[src/rtl/icache_pkg.sv]
// Shared widths, default geometry and FSM encodings for the instruction cache.
package icache_pkg;

    localparam int REG_DAT_W      = 32;
    localparam int INS_DAT_W      = 32;
    localparam int ICACHE_INDEX_W = 6;

    typedef enum logic {
        ICS_IDLE = 1'b0,
        ICS_MISS = 1'b1
    } ics_state_t;

endpackage

[src/rtl/icache_array.sv]
// Valid/tag/data storage for a direct-mapped cache with one word per line.
// Reads are combinational. There is one synchronous write port. Only the valid bits are reset.
module icache_array
    import icache_pkg::*;
#(
    parameter int INDEX_W = ICACHE_INDEX_W,
    parameter int TAG_W   = REG_DAT_W - ICACHE_INDEX_W - 2,
    parameter int DATA_W  = INS_DAT_W
) (
    input  logic               clk,
    input  logic               rst,
    input  logic [INDEX_W-1:0] rd_idx,
    input  logic [TAG_W-1:0]   rd_tag,
    output logic               rd_hit,
    output logic [DATA_W-1:0]  rd_data,
    input  logic               wr_en,
    input  logic [INDEX_W-1:0] wr_idx,
    input  logic [TAG_W-1:0]   wr_tag,
    input  logic [DATA_W-1:0]  wr_data
);

    localparam int LINES = 2 ** INDEX_W;

    logic [LINES-1:0]  valid_q;
    logic [LINES-1:0]  valid_d;
    logic [TAG_W-1:0]  tag_mem  [LINES];
    logic [DATA_W-1:0] data_mem [LINES];

    // Lookup: a line hits when it is valid and its stored tag matches.
    always_comb begin
        rd_hit  = valid_q[rd_idx] && (tag_mem[rd_idx] == rd_tag);
        rd_data = data_mem[rd_idx];
    end

    // A fill marks its line valid.
    always_comb begin
        valid_d = valid_q;
        if (wr_en) begin
            valid_d[wr_idx] = 1'b1;
        end
    end

    // Valid bits are cleared on reset. Reset invalidates the whole cache.
    always_ff @(posedge clk) begin
        if (rst) begin
            valid_q <= '0;
        end else begin
            valid_q <= valid_d;
        end
    end

    // Tag and data are written on a fill. They carry no reset, so they map onto plain RAM.
    always_ff @(posedge clk) begin
        if (wr_en) begin
            tag_mem[wr_idx]  <= wr_tag;
            data_mem[wr_idx] <= wr_data;
        end
    end

endmodule

[src/rtl/icache.sv]
// Direct-mapped instruction cache controller.
// A hit responds 1 cycle after the request.
// A miss sends a single word read to memory, fills the line and then responds.
module icache
    import icache_pkg::*;
#(
    parameter int INDEX_W = ICACHE_INDEX_W,
    parameter int ADDR_W  = REG_DAT_W,
    parameter int DATA_W  = INS_DAT_W
) (
    input  logic              clk,
    input  logic              rst,
    input  logic              en,
    input  logic              iIF_En,
    input  logic [ADDR_W-1:0] iIF_Pc,
    output logic              oIF_En,
    output logic [DATA_W-1:0] oIF_Ins,
    output logic              oMC_En,
    output logic [ADDR_W-1:0] oMC_Addr,
    input  logic              iMC_En,
    input  logic [DATA_W-1:0] iMC_Dat
);

    localparam int TAG_W = ADDR_W - INDEX_W - 2;

    ics_state_t        state_q, state_d;
    logic [ADDR_W-1:2] pc_q, pc_d;
    logic              oif_en_q, oif_en_d;
    logic [DATA_W-1:0] oif_ins_q, oif_ins_d;
    logic              omc_en_q, omc_en_d;
    logic [ADDR_W-1:0] omc_addr_q, omc_addr_d;

    logic              rd_hit;
    logic [DATA_W-1:0] rd_data;
    logic              wr_en;
    logic              pc_lsb_unused;

    // Fetches are whole words, so the byte offset is not used.
    assign pc_lsb_unused = ^iIF_Pc[1:0];

    icache_array #(
        .INDEX_W (INDEX_W),
        .TAG_W   (TAG_W),
        .DATA_W  (DATA_W)
    ) u_array (
        .clk     (clk),
        .rst     (rst),
        .rd_idx  (iIF_Pc[INDEX_W+1:2]),
        .rd_tag  (iIF_Pc[ADDR_W-1:INDEX_W+2]),
        .rd_hit  (rd_hit),
        .rd_data (rd_data),
        .wr_en   (wr_en),
        .wr_idx  (pc_q[INDEX_W+1:2]),
        .wr_tag  (pc_q[ADDR_W-1:INDEX_W+2]),
        .wr_data (iMC_Dat)
    );

    // Next state and outputs.
    // When en is low everything holds. Otherwise pulses clear and data outputs hold.
    always_comb begin
        state_d    = state_q;
        pc_d       = pc_q;
        oif_en_d   = oif_en_q;
        oif_ins_d  = oif_ins_q;
        omc_en_d   = omc_en_q;
        omc_addr_d = omc_addr_q;
        wr_en      = 1'b0;
        if (en) begin
            oif_en_d = 1'b0;
            omc_en_d = 1'b0;
            case (state_q)
                ICS_IDLE: begin
                    if (iIF_En) begin
                        pc_d = iIF_Pc[ADDR_W-1:2];
                        if (rd_hit) begin
                            oif_en_d  = 1'b1;
                            oif_ins_d = rd_data;
                        end else begin
                            omc_en_d   = 1'b1;
                            omc_addr_d = {iIF_Pc[ADDR_W-1:2], 2'b00};
                            state_d    = ICS_MISS;
                        end
                    end
                end
                ICS_MISS: begin
                    // Fetch requests are ignored here. Only the memory reply advances the FSM.
                    if (iMC_En) begin
                        wr_en     = 1'b1;
                        oif_en_d  = 1'b1;
                        oif_ins_d = iMC_Dat;
                        state_d   = ICS_IDLE;
                    end
                end
                default: state_d = ICS_IDLE;
            endcase
        end
    end

    // State and output registers with synchronous reset.
    always_ff @(posedge clk) begin
        if (rst) begin
            state_q    <= ICS_IDLE;
            pc_q       <= '0;
            oif_en_q   <= 1'b0;
            oif_ins_q  <= '0;
            omc_en_q   <= 1'b0;
            omc_addr_q <= '0;
        end else begin
            state_q    <= state_d;
            pc_q       <= pc_d;
            oif_en_q   <= oif_en_d;
            oif_ins_q  <= oif_ins_d;
            omc_en_q   <= omc_en_d;
            omc_addr_q <= omc_addr_d;
        end
    end

    assign oIF_En   = oif_en_q;
    assign oIF_Ins  = oif_ins_q;
    assign oMC_En   = omc_en_q;
    assign oMC_Addr = omc_addr_q;

endmodule
[config.mk]
export PLATFORM = sky130hd
export DESIGN_NAME = icache
export DESIGN_NICKNAME = d
export VERILOG_FILES = /design/src/rtl/icache_pkg.sv /design/src/rtl/icache_array.sv /design/src/rtl/icache.sv
export SDC_FILE = /design/constraint.sdc
export NUM_CORES = 2
export LEC_CHECK = 0
export ABC_AREA = 0
export ABC_CLOCK_PERIOD_IN_PS = 13400
export CAP_MARGIN = 10
export CORE_MARGIN = 4
export CORE_UTILIZATION = 40
export CTS_CLUSTER_DIAMETER = 150
export DETAILED_ROUTE_END_ITERATION = 12
export SLEW_MARGIN = 10
export SYNTH_ARGS = -nofsm -noshare
export SYNTH_HDL_FRONTEND = slang
export SYNTH_HIERARCHICAL = 1
export SYNTH_SLANG_ARGS = --single-unit
export TNS_END_PERCENT = 100
[constraint.sdc]
create_clock -name clk -period 13.4 [get_ports clk]
set_input_delay 2.68 -clock clk [delete_from_list [all_inputs] [get_ports clk]]
set_output_delay 2.68 -clock clk [all_outputs]
set_load 0.05 [all_outputs]
Word level (Yosys, flattened, before mapping)
Memories as Yosys holds them, arrays and structs flattened.
Cells that the tools add are included.
{"block": "word_totals", "regBits": 159, "wordCells": 45, "ram_bits": 3584, "output_inout_bits": 66, "memories": 2}
{"name": "u_array.data_mem", "words": 64, "width": 32, "rd": 1, "rd_ports_with_merged_regs": 0, "write_ports": 1, "line_no": "icache_array.sv:27", "rtl": "logic [DATA_W-1:0] data_mem [LINES];"}
{"name": "u_array.tag_mem", "words": 64, "width": 24, "rd": 1, "rd_ports_with_merged_regs": 0, "write_ports": 1, "line_no": "icache_array.sv:26", "rtl": "logic [TAG_W-1:0] tag_mem [LINES];"}
{"block": "op_classes", "mux": 21, "reduce_logical": 5, "bitwise": 3, "order_cmp": 3, "eq_ne": 4}
{"op": "two-way mux 32 bit", "count": 3}
{"op": "OR 64 bit", "count": 1}
{"op": "case mux 32 bit (2 select lines)", "count": 1}
{"op": "equality test 24 bit", "count": 1}
{"op": "less-than comparator 6 x 7 -> 1 bit (second input constant)", "count": 2}
{"op": "two-way mux 1 bit", "count": 13}
{"op": "AND reduction 4 bit", "count": 2}
{"op": "binary-select mux 1 bit (select 6 bit)", "count": 1}
{"op": "demux 1 bit (select 6 bit)", "count": 1}
{"op": ">= comparator 6 x 1 -> 1 bit (second input constant)", "count": 1}
{"op": "inequality test 2 bit (second input constant)", "count": 3}
{"op": "case mux 1 bit (2 select lines)", "count": 2}
{"op": "AND reduction 3 bit", "count": 1}
{"op": "logical AND 1 bit", "count": 2}
{"op": "NOT 1 bit", "count": 2}

Depth between registers and ports, before layout
{"block": "logic_depth", "ltp_word": 6, "ltp_mapped": 19}

Hierarchy
The synthesis kept the hierarchy.
{"mod": "icache_array", "instances": 1, "area_per_inst_um2": 138945.8, "cells_per_inst": 5785, "seq_area_each_um2": 108904.4}
{"mod": "icache", "instances": 1, "area_per_inst_um2": 4200.3, "cells_per_inst": 467, "seq_area_each_um2": 1901.8}

Worst setup path before layout
No wires, ideal clock.
{"block": "synth_path", "path_type": "input -> register", "startpoint": "in iMC_En", "endpoint": "mem u_array/data_mem[30][0] (netlist bit), enable pin", "cell_stages": 6, "arrival_time_ns": 6.055, "setup_time_ns": 0.472, "n_path_buf": 2, "slack_ns": 6.873, "cell_sequence": "and3_1 > buf_4 > buf_4 > nor2b_1 > nand3_1 > nor2_1"}
{"block": "synth_via", "elab_chain_len": 5}
{"element": "start: declaration", "line_no": "icache.sv:20", "rtl": "input logic iMC_En,"}
{"element": "two-way mux 1 bit", "line_no": "icache.sv:87", "rtl": "if (iMC_En) begin"}
{"element": "two-way mux 1 bit", "line_no": "icache.sv:71", "rtl": "case (state_q)"}
{"element": "two-way mux 1 bit", "line_no": "icache.sv:68", "rtl": "if (en) begin"}
{"element": "net wr_en", "line_no": "icache.sv:35", "rtl": "logic wr_en;"}
{"element": "two-way mux 1 bit", "line_no": "icache_array.sv:54", "rtl": "if (wr_en) begin"}
{"element": "two-way mux 1 bit (not written as such)", "line_no": "icache_array.sv:56", "rtl": "data_mem[wr_idx] <= wr_data;"}
{"element": "end: declaration", "line_no": "icache_array.sv:27"}
The timed path passes the listed nets, and every way through them passes these cells.

Final worst setup path
{"block": "layout_path", "startpoint": "in iIF_Pc[4]", "endpoint": "reg oif_ins_q[29], in the netlist oIF_Ins[29]"}
{"block": "layout_via", "elab_chain_len": 5, "elab_cells_between_ends": 11, "classes_between": "eq/ne (2); mux (5); reduce/logical (2); memory (2)"}
{"element": "start: declaration", "line_no": "icache.sv:15", "rtl": "input logic [ADDR_W-1:0] iIF_Pc,"}
{"element": "memory (64 x 24 bit) / binary-select mux 1 bit (select 6 bit) (equally long branches)"}
{"element": "equality test 24 bit / two-way mux 1 bit (equally long branches)", "line_no": "icache_array.sv:31", "rtl": "rd_hit = valid_q[rd_idx] && (tag_mem[rd_idx] == rd_tag);"}
{"element": "logical AND 1 bit (*)", "line_no": "icache_array.sv:31"}
{"element": "net rd_hit", "line_no": "icache.sv:33", "rtl": "logic rd_hit;"}
{"element": "inequality test 2 bit (no line) (*)"}
{"element": "AND reduction 4 bit (no line) (*)"}
{"element": "end signal: assignment", "line_no": "icache.sv:112", "rtl": "oif_ins_q <= oif_ins_d;"}
{"element": "end: declaration", "line_no": "icache.sv:29", "rtl": "logic [DATA_W-1:0] oif_ins_q, oif_ins_d;"}
Mark *: on every way through the listed nets, which the timed path passes. The rest lies on a longest branch. The select of a mux whose other input is x is not followed.
A chain may end at the register's enable or synchronous reset.

==> results by group <==
Detailed routing
  • 1st-iter DRT viols: approximately 9.3k
  • Antenna Violating Nets Remaining: 0
  • Vias/cell: approximately 6
  • Pre-antenna DRT Iters: 8
  • Routed len/inst: between 30 and 40 µm
  • DRC violations left: 0
  • Post-Route WL: between 400000 and 500000 µm
  • Via count: a little over 70k

Critical path
  • Crit-path most repeated cell: buf_4
  • Nature of the critical path endpoint: flop
  • CP arrival: 9.40 ns
  • Delay of the slowest cell on the worst path: between 1 and 1.5 ns
  • Reg2reg start: u_array/tag_mem[23][22]
  • Worst R2R End: oIF_Ins[29]
  • Slowest CP cell: nor4_2
  • Worst r2r path cells: 11
  • Critical path cell sequence: buf_8 -> buf_4 -> and2_2 -> buf_4 -> a22oi_1 -> a21oi_1 -> a31oi_1 -> o21ai_0 -> nor4b_1 -> nand4_1 -> nor4_2 -> and4b_2 -> buf_4 -> nor3_2 -> a311oi_2
  • Critical Path RT: 14.18 ns
  • CP Class: primary input to flop
  • Worst reg-to-reg setup slack: approximately 7.8 ns
  • Critical Path Start Type: primary input
  • Crit path max fanout: 57

Clock tree
  • Post-CTS Setup Inserts: 0
  • Clock sink total: 3743
  • Post-cts sizing count: 0
  • Clock Tree Buf Depth: 4
  • TritonCTS clock tree: yes
  • CTS Buf Count: 374
  • Clk slew on worst S/H paths: 0.06 ns
  • H-tree Lvls: 5
  • Hold Buf Count CTS: 0
  • Worst-skew pair later-pin latency: about 0.92 ns
  • Root Driver: clkbuf_16

Floorplanning
  • Die height: 606 µm
  • Standard-cell rows: 219
  • Die Area: around 370000 µm²
  • Initial core utilization: 0.402
  • # IOs: ~140
  • Die W: 606 µm
  • Core outline area: 356000 µm²

Yosys
  • Largest family of logic cells by synthesized area: multiplexers
  • Number of synthesized register bits: between 3k and 4k
  • Synth Warn #: 6
  • Seq/Total Area, Yosys: 0.774
  • Top cells by area, synth: edfxtp_1 (75%), mux4_2 (17%), dfxtp_1 (2.2%), mux2i_1 (0.58%), nor2_1 (0.57%)
  • Yosys cell types: 72
  • Simple-Gate Fraction of Synth Area: 0.0206
  • Synth async-reset ratio: 0
  • XOR/XNOR Fraction of Synth Area: 0.000918
  • Adder-cell share of the synthesized area: 0
  • Mapped Cells: ~6.3k
  • EDFF count, synth: about 3.6k
  • Synthesized area: around 140000 µm²
  • Top-count cell post-synth: edfxtp_1
  • Yosys top cell area share: 0.752
  • Mux cell area share after synthesis: 0.172
  • Mean post-synth cell area: around 23 µm²
  • Leading area contributor after synthesis: edfxtp_1
  • Post-synth top cells: edfxtp_1 (3584), mux4_2 (1051), nor2_1 (219)
  • Synth Area in Compound Gates: 0.0185
  • Main synth FF type: edfxtp_1

STA
  • Setup TNS: 0 ns
  • Worst Tran Pin Value: approximately 1.3 ns
  • Tcrit/Tclk final: 0.643
  • Hold_ws: around 0.46 ns
  • PnR worst setup slack: roughly 4.8 ns
  • Max-slew violation count: 0
  • Clock Skew: 0.0748 ns
  • Worst slew margin: 0.102
  • Final setup fails: 0
  • Fmax: around 120 MHz
  • RSZ-0062 raised after global routing: false
  • Final Hold Viols: 0
  • Min Tclk post-route: approximately 8.6 ns

Job
  • Max_cap viols: 0

Worst hold path
  • Hold path cells: 2
  • Hold EP: oMC_Addr[5]
  • Hold Startpoint: oMC_Addr[5]
  • Hold Crit Class: flop to flop

Power
  • Leakage: roughly 52 nW
  • Comb pwr share: 0.043
  • Sw Share: 0.208
  • Clk pwr share: 0.425
  • Worst VDD drop: about 0.11 mV
  • PD cells: 149 nW/µm²
  • Seq pwr share: 0.531
  • NetSw: 5.03 mW
  • P_int: between 15 and 20 mW

Layout
  • Fill cells: ~29k
  • Non-Filler Instances: around 12k
  • Final core utilization: 0.456
  • Layout Nets: around 6.7k
  • Area Overhead vs Synth: 13.6%
  • Share of cells above drive strength 1: 0.288

GRT
  • First-pass GRT wire length: around 570000 µm
  • Total grt overflow: 0
  • Vias in the first global route: ~70k
  • Initial antenna violation count: 17
  • Largest net degree at the start of global routing: between 100 and 150
  • Tot GR Track Use: 0.220

Outcome
  • Outcome: complete, no violations

Placement
  • Final GP Congestion: slightly below 0.8
  • Place WS: 3.99 ns
  • Placed Cells: 11.0k
  • Port bufs: 130
  • Post-DP HPWL: about 210000 µm
[worst max-delay path: cells and delay by family]
family	cells	cell delay [ns]
buffers and inverters	4	2.23
AOI/OAI and AO/OA	5	0.92
and+or+nand+nor	6	3.34
[sequential cells by signal, indices dropped and copies added, names as in the netlist]
signal,flops
u_array/data_mem,2048
u_array/tag_mem,1536
u_array/valid_q,64
oIF_Ins,32
oMC_Addr,30
pc_q,30
oIF_En,1
oMC_En,1
state_q,1
[cells in the final DEF, fill, tap and decap left out, types with 11 or more instances in the layout]
| cell type | n |
|---|---|
| edfxtp_1 | 3584 |
| mux4_2 | 1051 |
| clkbuf_16 | 382 |
| buf_4 | 208 |
| nand2_1 | 194 |
| nor2_1 | 154 |
| dfxtp_1 | 148 |
| a21oi_1 | 101 |
| clkbuf_1 | 97 |
| clkdlybuf4s50_1 | 90 |
| mux2i_1 | 83 |
| a22oi_1 | 75 |
| clkinv_1 | 69 |
| nor2_4 | 65 |
| clkinv_2 | 60 |
| nand2b_1 | 44 |
| o21ai_0 | 41 |
| buf_2 | 34 |
| bufinv_16 | 31 |
| nor3_2 | 29 |
| a311oi_2 | 29 |
| o22ai_1 | 26 |
| nor3_1 | 23 |
| nand3_1 | 22 |
| nor2b_1 | 18 |
| o221ai_1 | 18 |
| clkbuf_8 | 17 |
| and3_1 | 16 |
| mux2_2 | 14 |
| a31oi_1 | 13 |
| xnor2_1 | 13 |
| a211oi_1 | 13 |
| dfxtp_2 | 11 |
[power by group through the flow]
| stage | clock network, mW | registers, mW | logic [mW] |
|---|---|---|---|
| floorplan | 0 | 13.1 | 0.623 |
| global placement | 0 | 13.1 | 1.04 |
| detailed placement | 0 | 13.1 | 1.05 |
| CTS | 10.4 | 12.8 | 1.05 |
| global route | 10.9 | 12.8 | 1.11 |
| finish | 10.3 | 12.8 | 1.05 |
[how the worst max path moves through the flow]
stage	start	to	slack, ns	cells past startpoint
finish	iIF_Pc[4]	oIF_Ins[29]	4.78	15
global route	iIF_Pc[2]	oIF_Ins[1]	4.71	13
CTS	iIF_Pc[2]	oIF_Ins[29]	4.94	13
detailed placement	iIF_Pc[2]	oIF_Ins[29]	3.99	13
global placement	iIF_Pc[2]	oIF_Ins[0]	4.03	13
floorplan	iMC_En	u_array/data_mem[30][0]	6.87	6
[per-layer routing]
| metal | global-route usage | vias up | part of all wire |
|---|---|---|---|
| li1 | - | 27318 | - |
| met1 | 0.299 | 38661 | 0.38 |
| met2 | 0.357 | 3678 | 0.49 |
| met3 | 0.0423 | 776 | 0.091 |
| met4 | 0.0730 | 6 | 0.037 |
| met5 | 0 | - | 0.00011 |
[logic make-up after synthesis]
kind of cell	Yosys count
buf+inv	360
other cells	1
xor+xnor	15
compound gates	368
mux	1148
simple gates	617
flops	3743
[area by class of cell]
cell class	instances	area, µm²	area share
antenna	4	10.0	0.0000616
clock buffer	498	10200	0.0625
clock inverter	189	1780	0.0110
inverter	4	27.5	0.000169
multi-input combinational	2150	30900	0.190
sequential	3743	111000	0.682
tap	4751	5940	0.0366
timing repair buffer	347	2920	0.0179
[through the flow]
step	power, mW	area (µm²)
finish	24.2	163000
global route	24.9	163000
CTS	24.3	163000
detailed placement	14.1	151000
global placement	14.1	151000
floorplan	13.7	143000
Note: power is estimated with default switching activity, not from simulation.
